## src/rtl/fifo_pkg.sv

```systemverilog
// ============================================================================
// fifo_pkg : shared defaults, pointer-wrap helper and error-flag type
// Rev 1.0  : initial release
// ============================================================================
`default_nettype none

package fifo_pkg;

    localparam int DEFAULT_WIDTH     = 8;
    localparam int DEFAULT_DEPTH     = 16;
    localparam int DEFAULT_AF_MARGIN = 2;
    localparam int DEFAULT_AE_MARGIN = 2;

    typedef struct packed {
        logic overflow;
        logic underflow;
    } fifo_err_t;

    // Explicit wrap so DEPTH need not be a power of two.
    function automatic int unsigned ptr_inc(input int unsigned ptr, input int unsigned depth);
        return (ptr == depth - 1) ? 0 : ptr + 1;
    endfunction

endpackage

`default_nettype wire

```

## src/rtl/fifo_mem.sv

```systemverilog
// ============================================================================
// fifo_mem : DEPTH x WIDTH storage, one write port, combinational read port
// Rev 1.0  : initial release
// ============================================================================
`default_nettype none

module fifo_mem
    import fifo_pkg::*;
#(
    parameter int WIDTH = DEFAULT_WIDTH,
    parameter int DEPTH = DEFAULT_DEPTH,
    parameter int AW    = $clog2(DEFAULT_DEPTH)
) (
    input  logic             clk,
    input  logic             we,
    input  logic [AW-1:0]    waddr,
    input  logic [WIDTH-1:0] wdata,
    input  logic [AW-1:0]    raddr,
    output logic [WIDTH-1:0] rdata
);

    logic [WIDTH-1:0] mem [DEPTH];

    always_ff @(posedge clk) begin
        if (we) begin
            mem[waddr] <= wdata;
        end
    end

    // Asynchronous read returns the pre-edge contents, giving read-before-write.
    assign rdata = mem[raddr];

endmodule

`default_nettype wire

```

## src/rtl/sync_fifo.sv

```systemverilog
// ============================================================================
// sync_fifo : single-clock FIFO with count, threshold and sticky error flags
// Option    : define SYNC_FIFO_FWFT_EN for first-word-fall-through output
// Rev 1.0   : initial release
// ============================================================================
`default_nettype none

module sync_fifo
    import fifo_pkg::*;
#(
    parameter int WIDTH     = DEFAULT_WIDTH,
    parameter int DEPTH     = DEFAULT_DEPTH,
    parameter int AF_MARGIN = DEFAULT_AF_MARGIN,
    parameter int AE_MARGIN = DEFAULT_AE_MARGIN
) (
    input  logic                       clk,
    input  logic                       rstn,
    input  logic                       clear,
    input  logic                       push,
    input  logic [WIDTH-1:0]           data_in,
    input  logic                       pop,
    output logic [WIDTH-1:0]           data_out,
    output logic                       full,
    output logic                       empty,
    output logic                       almost_full,
    output logic                       almost_empty,
    output logic [$clog2(DEPTH+1)-1:0] count,
    output logic                       overflow,
    output logic                       underflow
);

    localparam int PTR_W = $clog2(DEPTH);
    localparam int CNT_W = $clog2(DEPTH + 1);

    localparam logic [CNT_W-1:0] FULL_CNT = CNT_W'(DEPTH);
    localparam logic [CNT_W-1:0] AF_CNT   = CNT_W'(DEPTH - AF_MARGIN);
    localparam logic [CNT_W-1:0] AE_CNT   = CNT_W'(AE_MARGIN);
    localparam logic [CNT_W-1:0] ONE_CNT  = CNT_W'(1);

    logic [PTR_W-1:0] rd_ptr;
    logic [PTR_W-1:0] wr_ptr;
    logic [PTR_W-1:0] rd_ptr_inc;
    logic [PTR_W-1:0] wr_ptr_inc;
    logic [PTR_W-1:0] raddr;
    logic [WIDTH-1:0] mem_rdata;
    logic             pop_ok;
    logic             push_ok;
    logic             wr_en;
    fifo_err_t        err;

    assign pop_ok  = pop && !empty;
    assign push_ok = push && (!full || pop);
    assign wr_en   = push_ok && !clear;

    assign rd_ptr_inc = PTR_W'(ptr_inc(32'(rd_ptr), 32'(DEPTH)));
    assign wr_ptr_inc = PTR_W'(ptr_inc(32'(wr_ptr), 32'(DEPTH)));

`ifdef SYNC_FIFO_FWFT_EN
    // Look one entry ahead so the next head is ready on the popping edge.
    assign raddr = rd_ptr_inc;
`else
    assign raddr = rd_ptr;
`endif

    fifo_mem #(
        .WIDTH (WIDTH),
        .DEPTH (DEPTH),
        .AW    (PTR_W)
    ) u_mem (
        .clk   (clk),
        .we    (wr_en),
        .waddr (wr_ptr),
        .wdata (data_in),
        .raddr (raddr),
        .rdata (mem_rdata)
    );

    always_ff @(posedge clk or negedge rstn) begin
        if (!rstn) begin
            rd_ptr   <= '0;
            wr_ptr   <= '0;
            count    <= '0;
            data_out <= '0;
            err      <= '0;
        end else if (clear) begin
            rd_ptr   <= '0;
            wr_ptr   <= '0;
            count    <= '0;
            data_out <= '0;
            err      <= '0;
        end else begin
            if (pop_ok) begin
                rd_ptr <= rd_ptr_inc;
            end
            if (push_ok) begin
                wr_ptr <= wr_ptr_inc;
            end
            case ({push_ok, pop_ok})
                2'b10:   count <= count + ONE_CNT;
                2'b01:   count <= count - ONE_CNT;
                default: count <= count;
            endcase
            err.overflow  <= err.overflow  || (push && full && !pop);
            err.underflow <= err.underflow || (pop && empty);
`ifdef SYNC_FIFO_FWFT_EN
            // A single remaining entry is replaced by the word pushed alongside, if any.
            if (pop_ok) begin
                if (count == ONE_CNT) begin
                    data_out <= push_ok ? data_in : '0;
                end else begin
                    data_out <= mem_rdata;
                end
            end else if (push_ok && empty) begin
                data_out <= data_in;
            end
`else
            if (pop_ok) begin
                data_out <= mem_rdata;
            end
`endif
        end
    end

    assign full         = (count == FULL_CNT);
    assign empty        = (count == '0);
    assign almost_full  = (count >= AF_CNT);
    assign almost_empty = (count <= AE_CNT);
    assign overflow     = err.overflow;
    assign underflow    = err.underflow;

endmodule

`default_nettype wire

```

## config.mk

```make
export PLATFORM = sky130hd
export DESIGN_NAME = sync_fifo
export DESIGN_NICKNAME = d
export VERILOG_FILES = /design/src/rtl/fifo_pkg.sv /design/src/rtl/fifo_mem.sv /design/src/rtl/sync_fifo.sv
export SDC_FILE = /design/constraint.sdc
export NUM_CORES = 1
export LEC_CHECK = 0
export ABC_AREA = 1
export BUFFER_PORTS_ARGS = -buffer_cell sky130_fd_sc_hd__buf_2
export CORE_MARGIN = 4
export CORE_UTILIZATION = 60
export CTS_BUF_LIST = sky130_fd_sc_hd__clkbuf_8
export DETAILED_ROUTE_END_ITERATION = 6
export GPL_TIMING_DRIVEN = 0
export PLACE_DENSITY = 0.78
export SYNTH_ARGS = -nofsm -noshare
export SYNTH_HDL_FRONTEND = slang
export SYNTH_HIERARCHICAL = 1
export SYNTH_SLANG_ARGS = --single-unit
```

## constraint.sdc

```tcl
create_clock -name clk -period 3.15 [get_ports clk]
set_input_delay 0.315 -clock clk [delete_from_list [all_inputs] [get_ports clk]]
set_output_delay 0.315 -clock clk [all_outputs]
set_load 0.05 [all_outputs]
```

==> results.json, run 1 <==
{
  "fmax_mhz": 389.3,
  "portBuffers": 30,
  "worstPathMaxFanout": 8,
  "tightest_slew_ps": 1007,
  "hp-start": "clear",
  "root_buffer": "clkbuf_8",
  "fin_nets": 769,
  "async_reset_ff_frac": 0.1523,
  "synth_seq_area_share": 0.6382,
  "rr_startpoint": "count[4]",
  "grt_max_degree": 24,
  "rows": 38,
  "wl_per_cell_um": 18.24,
  "cts.clk_slew.worst_paths_ps": 80,
  "track_usage": 0.2659,
  "synth_top_area_cell": "edfxtp_1",
  "yosysTopAreaCellShare": 0.5551,
  "antenna_found_initial": 0,
  "clock_latency_ps": 450,
  "yosys_warnings": 6,
  "fin_crit_ps": 2568,
  "final_util": 0.6905,
  "setup_violations": 0,
  "avgSynthCellArea_um2": 9.863,
  "final_common_cell": "nand2_1",
  "cts_hold_buf": 1,
  "ant_nets": 0,
  "die_x_um": 115.4,
  "power_uw": 6038,
  "drv_slew": 0,
  "ir_worst_vdd_mv": 0.8982,
  "synth_seq_cells": 151,
  "grt_pass1_vias": 5079,
  "final.setup_skew_ps": 10.48,
  "ioPinCount": 32,
  "grt_overflow": 0,
  "worst_setup_path_end_kind": "flop",
  "synth_ff_type": "edfxtp_1",
  "synth_edf_count": 128,
  "syn_nets": 719,
  "post_cts_resized": 0,
  "netlist_area_um2": 6924,
  "syn_inst": 702,
  "min_path_type": "in -> reg",
  "cap_violations": 0,
  "cts_buffers": 17,
  "power.density_nw_per_um2": 789.3,
  "dieHeight_um": 115.4,
  "crit_type": "reg -> reg",
  "layout_common_cells": "215 x nand2_1, 128 x edfxtp_1, 118 x inv_1, 115 x nand3_1, 43 x buf_2",
  "dieArea_um2": 13320,
  "fin_crit_sh": 0.8154,
  "viasPerCell": 5.601,
  "startpoint": "count[4]",
  "status": "finished clean",
  "grt_pass1_wl_um": 26020,
  "gp_congestion": 0.8993,
  "area_growth_pct": 10.48,
  "fin_setup_tns_ps": 0,
  "start_util": 0.6250,
  "vias": 5069,
  "wirelength_um": 16510,
  "cts-htree-levels": 4,
  "cp.arrival_ps": 2640,
  "coreArea_um2": 11080,
  "max_slew_margin": 0.3262,
  "antennaDiodeCount": 0,
  "initialDrtViolationCount": 568,
  "cts_setup_buffers": 0,
  "drive_gt1_frac": 0.1373,
  "dr.pass1.iters": 5,
  "synth.distinct_cells": 31,
  "start_kind": "flop",
  "dp_hpwl_um": 11240,
  "cts.sinks": 151,
  "p_leak_uw": 0.003445,
  "hold_viol": 0,
  "route.detailed.drc": 0,
  "rsz0062_at_grt": "false",
  "cts_buffer_depth": 2,
  "critPathRequiredTime_ps": 3220,
  "cts_tree": "done",
  "synth.area.top_cells": "edfxtp_1 56%, nand2_1 12%, dfrtp_1 8.3%"
}
[worst max-delay path: stages (launching register included)]
cell     delay (ps)
dfrtp_1         440
inv_1           220
nor3_2          100
nor2_2          170
inv_1           100
nor2_4          180
nand3_1         180
nor2_1          810
[registers in the layout, summed over array words and instances, names as in the netlist]
name	count
overflow	1
wr_ptr	4
underflow	1
data_out	8
count	5
raddr	4
u_mem/mem	128
[through the flow]
step | cells | hold slack, ps | worst slack [ps] | instance area, µm²
floorplan | 702 | 19.41 | 334.3 | 6925
global placement | 872 | 315.0 | 771.3 | 7251
detailed placement | 872 | 323.1 | 677.8 | 7251
CTS | 905 | 113.0 | 640.6 | 7650
global route | 905 | 122.6 | 458.7 | 7650
finish | 905 | 138.3 | 581.6 | 7650
[synth_stat cells (2+ instances only)]
cell	instances
nand2_2	4
nor2_4	2
o21ai_1	6
nand2_1	215
buf_1	2
inv_2	4
nand3_4	3
o21ai_0	6
buf_2	13
nor2_2	3
nor2_1	26
dfrtp_1	23
a21oi_1	4
ha_1	4
nand3b_1	3
buf_6	6
buf_4	6
inv_1	116
nand3_1	115
nand4_1	3
edfxtp_1	128
[kinds of logic after synthesis]
logic type	after synthesis	share of synthesized area
and+or+nand+nor	376	0.2412
buffers and inverters	148	0.09270
DFF	151	0.6382
xor gates and xnor gates	2	0.002530
adders and majority gates	4	0.007228
AOI/OAI and AO/OA	21	0.01807
[layout make-up]
cell class / instances / area [µm²]
Buffer: 27 / 185.2
Multi-Input combinational cell: 403 / 1864
Clock buffer: 17 / 234.0
Clock inverter: 15 / 155.1
Timing Repair Buffer: 31 / 160.2
Fill cell: 866 / 3428
Tap cell: 140 / 175.2
Sequential cell: 151 / 4419
Inverter: 121 / 456.7
[power by group]
| group | total, µW | switching (µW) | leakage, µW | internal, µW |
|---|---|---|---|---|
| clock network | 1430 | 724 | 0.000192 | 706 |
| logic | 2230 | 1600 | 0.00179 | 635 |
| registers | 2380 | 111 | 0.00146 | 2260 |
| total | 6040 | 2430 | 0.00345 | 3610 |
[path summary, 6_finish.rpt]
kind,end,slack (ps),cells after the start
worst min register to register,underflow,490,2
worst max-delay path,u_mem/mem[14][1],580,7
worst min-delay path,underflow,140,2
min in group asynchronous,count[4],390,2
max in group asynchronous,raddr[3],2410,2
worst max register to register,u_mem/mem[14][1],580,7
[metal layers]
layer	GRT usage	part of all wire
met2	0.4464	0.50
met1	0.3450	0.39
met4	0.09781	0.024
met5	0	0
met3	0.05483	0.080
(Power assumes the default switching activity.)
==> run 2: changes to the inputs <==
Settings changed: ABC_AREA 1 to 0, CORE_UTILIZATION 60 to 57.
Clock period 3.15 ns to 2.2 ns, I/O delays scaled along.
==> run 2 against run 1 <==
Combinational power grew 2%. Hold slack gained 21 ps. Sequential power up 42%. Largest power group unchanged. Synthesized cell count fell by 48%. Sequential share of layout area up 0.94 points. Routed wire length fell by 19%. The run now ends with negative setup slack left. Clock power grew 45%. Die area decreased by 4.6%. Flip-flop and latch count stayed put. Clock skew increased by 2.3 ps. Critical path depth rose by 1.
==> results.json, run 2 <==
{
  "status": "finished with violations",
  "violations": "negative setup slack",
  "fin_nets": 455,
  "max_slew_margin": 0.5521,
  "die_x_um": 112.7,
  "synth_top_area_cell": "edfxtp_1",
  "synth_seq_cells": 151,
  "clock_latency_ps": 440,
  "power.density_nw_per_um2": 1025,
  "final_common_cell": "edfxtp_1",
  "hold_depth": 1,
  "ant_nets": 0,
  "track_usage": 0.2163,
  "r2r_cells": 8,
  "crit_slowest_cell": "or4_4",
  "min_path_type": "in -> reg",
  "power_uw": 7725,
  "synth_ff_type": "edfxtp_1",
  "cp.arrival_ps": 2680,
  "grt_max_degree": 24,
  "fmax_mhz": 425.6,
  "root_buffer": "clkbuf_8",
  "cts.sinks": 151,
  "place_ws_ps": -296.8,
  "gp_congestion": 0.8373,
  "cts_tree": "done",
  "final.setup_skew_ps": 12.75,
  "wl_per_cell_um": 22.68,
  "synth.distinct_cells": 46,
  "cap_violations": 0,
  "hp-start": "data_in[5]",
  "synth_edf_count": 128,
  "layout_common_cells": "128 x edfxtp_1, 38 x nand2_1, 32 x buf_2, 19 x clkbuf_8",
  "dieArea_um2": 12710,
  "syn_inst": 366,
  "drive_gt1_frac": 0.3614,
  "yosysTopAreaCellShare": 0.6146,
  "area_growth_pct": 20.55,
  "fin_crit_sh": 1.068,
  "grt_overflow": 0,
  "crit_chain": "or4_4, nand2_2, o21ai_1, ha_2, or3_4, a21oi_2, mux2i_1, a221o_1",
  "worstPathMaxFanout": 3,
  "dp_hpwl_um": 8172,
  "portBuffers": 28,
  "viasPerCell": 6.182,
  "largest_register_ffs": 128,
  "ir_worst_vdd_mv": 0.6823,
  "grt_pass1_vias": 3605,
  "antennaDiodeCount": 0,
  "start_kind": "flop",
  "grt_pass1_wl_um": 20220,
  "rows": 37,
  "max_stage_delay_ps": 550,
  "tightest_slew_ps": 669.4,
  "top_register": "u_mem/mem",
  "async_reset_ff_frac": 0.1523,
  "synthTopCellsByCount": "128 x edfxtp_1, 40 x nand2_1, 26 x nor2_1, 23 x dfrtp_1, 18 x mux4_2",
  "cts.clk_slew.worst_paths_ps": 90,
  "dieHeight_um": 112.7,
  "fin_crit_ps": 2350,
  "ioPinCount": 32,
  "antenna_found_initial": 0,
  "setup_violations": 2,
  "synth.area.top_cells": "edfxtp_1 61%, dfrtp_1 9.2%, mux4_2 6.5%",
  "yosys_warnings": 6,
  "setup_ws_ps": -149.8,
  "yosysMostFrequentCell": "edfxtp_1",
  "critPathRequiredTime_ps": 2530,
  "netlist_area_um2": 6253,
  "cts-htree-levels": 4,
  "worst_setup_path_end_kind": "flop",
  "wirelength_um": 13320,
  "cts_buffer_depth": 2,
  "initialDrtViolationCount": 317,
  "crit_type": "reg -> reg",
  "route.detailed.drc": 0,
  "cpLargestDelayFamily": "simple AND/OR/NAND/NOR gates",
  "crit_buf_inv": 0,
  "r2r_setup_slack_ps": -150,
  "dr.pass1.iters": 5,
  "avgSynthCellArea_um2": 17.09,
  "drv_slew": 0,
  "rr_endpoint": "count[4]",
  "start_util": 0.5951,
  "top_regs": "u_mem/mem: 128 flops, data_out: 8 flops, count: 5 flops",
  "whs_endpoint": "u_mem/mem[6][5]",
  "crit_cells": 8,
  "rr_startpoint": "count[4]",
  "cts_buffers": 17,
  "hold_viol": 0,
  "vias": 3629,
  "synth_seq_area_share": 0.7067,
  "rsz0062_at_grt": "true",
  "p_leak_uw": 0.002599,
  "syn_nets": 383,
  "coreArea_um2": 10510
}
## run 2: cell count changes after synthesis, sizes merged, moves of 4 or more
| cell | delta |
|---|---|
| a22oi | +16 |
| nor2 | -6 |
| mux4 | +32 |
| nand2b | +4 |
| nand2 | -179 |
| a21oi | +13 |
| o21ai | -5 |
| nor3 | +4 |
| inv | -119 |
| buf | -19 |
| clkbuf | +9 |
| nand3 | -114 |
## run 2: final cells by class
class,instances,area [µm²]
tap,136,170.2
clock inverter,15,152.6
clock buffer,17,234.0
multi-input combinational,193,1979
inverter,2,7.507
fill,615,2970
sequential,151,4425
buffer,20,150.1
timing repair buffer,53,419.2
## run 2: layer usage
metal  vias to the layer above  GRT usage  routed length (µm)
li1                       1596          -                   -
met1                      1831     0.2937                5099
met2                       176     0.3551                7006
met3                        26    0.04225                 924
met4                         0    0.07452                 285
met5                         -          0                   0
## run 2: cell families after synthesis
family	synth area share
DFF	0.7067
AOI/OAI and AO/OA	0.05523
muxes	0.1287
and+or+nand+nor	0.07323
buffers and inverters	0.02121
xor gates and xnor gates	0.007002
adders and majority gates	0.008004
## run 2: stage by stage
step                        util  hold WS (ps)  area, µm²  setup TNS, ps  cells
final                     0.7173         159.5       7538         -240.6    587
after global routing      0.7173         150.4       7538         -670.3    587
after CTS                 0.7068         136.6       7427         -739.9    582
after detailed placement  0.6358         228.3       6681         -25010    530
after global placement    0.6358         223.2       6681         -17660    530
after floorplan                -        -75.59       6371          -1217    366
## run 2: worst max path at each step
stage / startpoint / to / slack, ps
after floorplan: count[1] / count[4] / -200
after global placement: count[4] / u_mem/mem[0][0] / -230
after detailed placement: count[4] / u_mem/mem[0][0] / -300
after CTS: count[2] / count[4] / -90
after global routing: count[2] / count[4] / -230
final: count[4] / count[4] / -150
## run 2: where the power goes
part | leakage, µW | switching [µW] | internal [µW] | total (µW)
clock network | 0.000197 | 1060 | 1010 | 2070
logic | 0.000946 | 1340 | 934 | 2280
registers | 0.00146 | 148 | 3230 | 3380
total | 0.00260 | 2550 | 5170 | 7730
## run 2: timing repair
item                       4_1_cts  5_1_grt
hold buffers                     1        0
resized for setup               32       16
pin swaps                       10        4
buffers inserted                19        6
hold endpoints to repair        23        0
setup endpoints to repair      131       92
==> run 3: changes to the inputs <==
Settings changed: REMOVE_ABC_BUFFERS set to 1.
==> run 3 against run 2 <==
Sequential power rose by 2%. Non-clock buffer count shrank 16. Global-route usage is 0.80 points lower. Power down 2.4%. Routed wire length down 3.2%. The run still ends with negative setup slack left. Fmax down 1.9%. Worst setup slack lost 46 ps. Die area unchanged. Critical endpoint unchanged. First-iteration DRC count is 22% higher. Cell area shrank 2.7%. Sequential share of layout area rose by 1.7 points.
==> results.json, run 3 (same netlist as run 2, synthesis figures left out) <==
{
  "drive_gt1_frac": 0.3494,
  "track_usage": 0.2082,
  "fin_crit_ps": 2396,
  "rsz0062_at_grt": "true",
  "vias": 3531,
  "layout_common_cells": "128 x edfxtp_1, 39 x nand2_1, 30 x buf_2, 21 x buf_4, 18 x mux4_2",
  "dp_hpwl_um": 7198,
  "grt_pass1_wl_um": 19740,
  "cts.sinks": 151,
  "max_slew_margin": 0.2421,
  "hold_depth": 1,
  "final_common_cell": "edfxtp_1",
  "hold_ws_ps": 154.5,
  "root_buffer": "clkbuf_8",
  "crit_type": "reg -> reg",
  "busiest_layer": "met2",
  "fin_crit_sh": 1.089,
  "tightest_slew_ps": 1125,
  "antenna_found_initial": 0,
  "critPathRequiredTime_ps": 2510,
  "rr_startpoint": "count[0]",
  "cap_violations": 0,
  "violations": "negative setup slack",
  "r2r_cells": 8,
  "gp_congestion": 0.7659,
  "wirelength_um": 12890,
  "start_kind": "flop",
  "rows": 37,
  "grt_pass1_vias": 3535,
  "dieArea_um2": 12710,
  "coreArea_um2": 10510,
  "p_leak_uw": 0.002507,
  "final.setup_skew_ps": 14.77,
  "dr.pass1.iters": 5,
  "cts.clk_slew.worst_paths_ps": 90,
  "antennaDiodeCount": 0,
  "power_uw": 7543,
  "ant_nets": 0,
  "r2r_setup_slack_ps": -200,
  "drv_slew": 0,
  "top_regs": "u_mem/mem: 128 flops, data_out: 8 flops, count: 5 flops",
  "power.density_nw_per_um2": 1028,
  "grt_util_met2": 0.3543,
  "grt_max_degree": 37,
  "initialDrtViolationCount": 386,
  "setup_violations": 92,
  "cts-htree-levels": 4,
  "clock_latency_ps": 430,
  "whs_endpoint": "u_mem/mem[2][4]",
  "use_met1": 0.2698,
  "status": "finished with violations",
  "wl_per_cell_um": 22.58,
  "fmax_mhz": 417.4,
  "dieHeight_um": 112.7,
  "cp.arrival_ps": 2710,
  "top_register": "u_mem/mem",
  "viasPerCell": 6.184,
  "grt_util_met3": 0.04492,
  "worstPathMaxFanout": 5,
  "hold_viol": 0,
  "grt_overflow": 0,
  "min_path_type": "in -> reg",
  "start_util": 0.5951,
  "setup_ws_ps": -196.0,
  "portBuffers": 31,
  "largest_register_ffs": 128,
  "fin_nets": 439,
  "ir_worst_vdd_mv": 0.8623,
  "route.detailed.drc": 0,
  "cts_buffer_depth": 2,
  "area_growth_pct": 17.29,
  "hp-start": "data_in[4]",
  "ioPinCount": 32,
  "rr_endpoint": "count[4]",
  "worst_setup_path_end_kind": "flop",
  "die_x_um": 112.7,
  "cts_tree": "done",
  "cts_buffers": 17
}
[run 3: changes by cell type in the layout (fill, tap and decap cells not counted), sizes merged]
| cell | change |
|---|---|
| buf | -5 |
| clkdlybuf4s25 | -3 |
| clkbuf | -8 |
| clkinv | -2 |
| clkinvlp | +2 |
[run 3: metrics by stage]
| step | std cells | cell area, µm² | TNS [ps] | setup WS, ps | utilization |
|---|---|---|---|---|---|
| floorplan | 346 | 6128 | -36070 | -1210 | - |
| global placement | 513 | 6454 | -68780 | -1011 | 0.6141 |
| detailed placement | 514 | 6476 | -72500 | -1061 | 0.6163 |
| CTS | 565 | 7228 | -1260 | -126.8 | 0.6878 |
| global route | 571 | 7335 | -18160 | -274.4 | 0.6979 |
| finish | 571 | 7335 | -7463 | -196.0 | 0.6979 |
[run 3: power breakdown]
| group | switching, µW | leakage (µW) | internal, µW | total (µW) |
|---|---|---|---|---|
| combinational | 1160 | 0.000861 | 830 | 1990 |
| sequential | 221 | 0.00145 | 3230 | 3450 |
| clock | 1080 | 0.000193 | 1030 | 2110 |
| total | 2460 | 0.00251 | 5090 | 7540 |
[run 3: repair_timing]
item                                   CTS  global route
endpoints found under the hold margin   23             0
setup buffers                           18             6
setup endpoints to repair              142           142
hold buffers                             1             0
pin swaps                                6             6
gates resized for setup                 48            12
[run 3: worst max path at each step]
stage,from,to
5_1_grt,count[0],count[4]
4_1_cts,count[0],count[4]
6_report,count[0],count[4]
3_3_place_gp,count[1],u_mem/mem[0][1]
3_5_place_dp,count[2],u_mem/mem[0][7]
2_1_floorplan,count[0],almost_empty
[run 3: final cells by class]
class | instances | area [µm²]
clock buffer | 17 | 234.0
clock inverter | 15 | 166.4
fill | 661 | 3174
inverter | 2 | 7.507
multi-input combinational | 193 | 1919
sequential | 151 | 4428
tap | 136 | 170.2
timing repair buffer | 57 | 409.1
[run 3: per-layer routing]
metal  part of all wire  vias to the layer above
li1                   -                     1566
met1               0.39                     1763
met2               0.52                      178
met3              0.072                       24
met4              0.019                        0
met5                  0                        -
[run 3: worst max-delay path, stage by stage, from the launching register on]
cell and delay, ps:
dfrtp_2 450, or4_4 540, nand2_2 100, o21ai_2 60
ha_2 210, or3_4 340, a21oi_2 170, mux2i_1 110
a221o_1 300
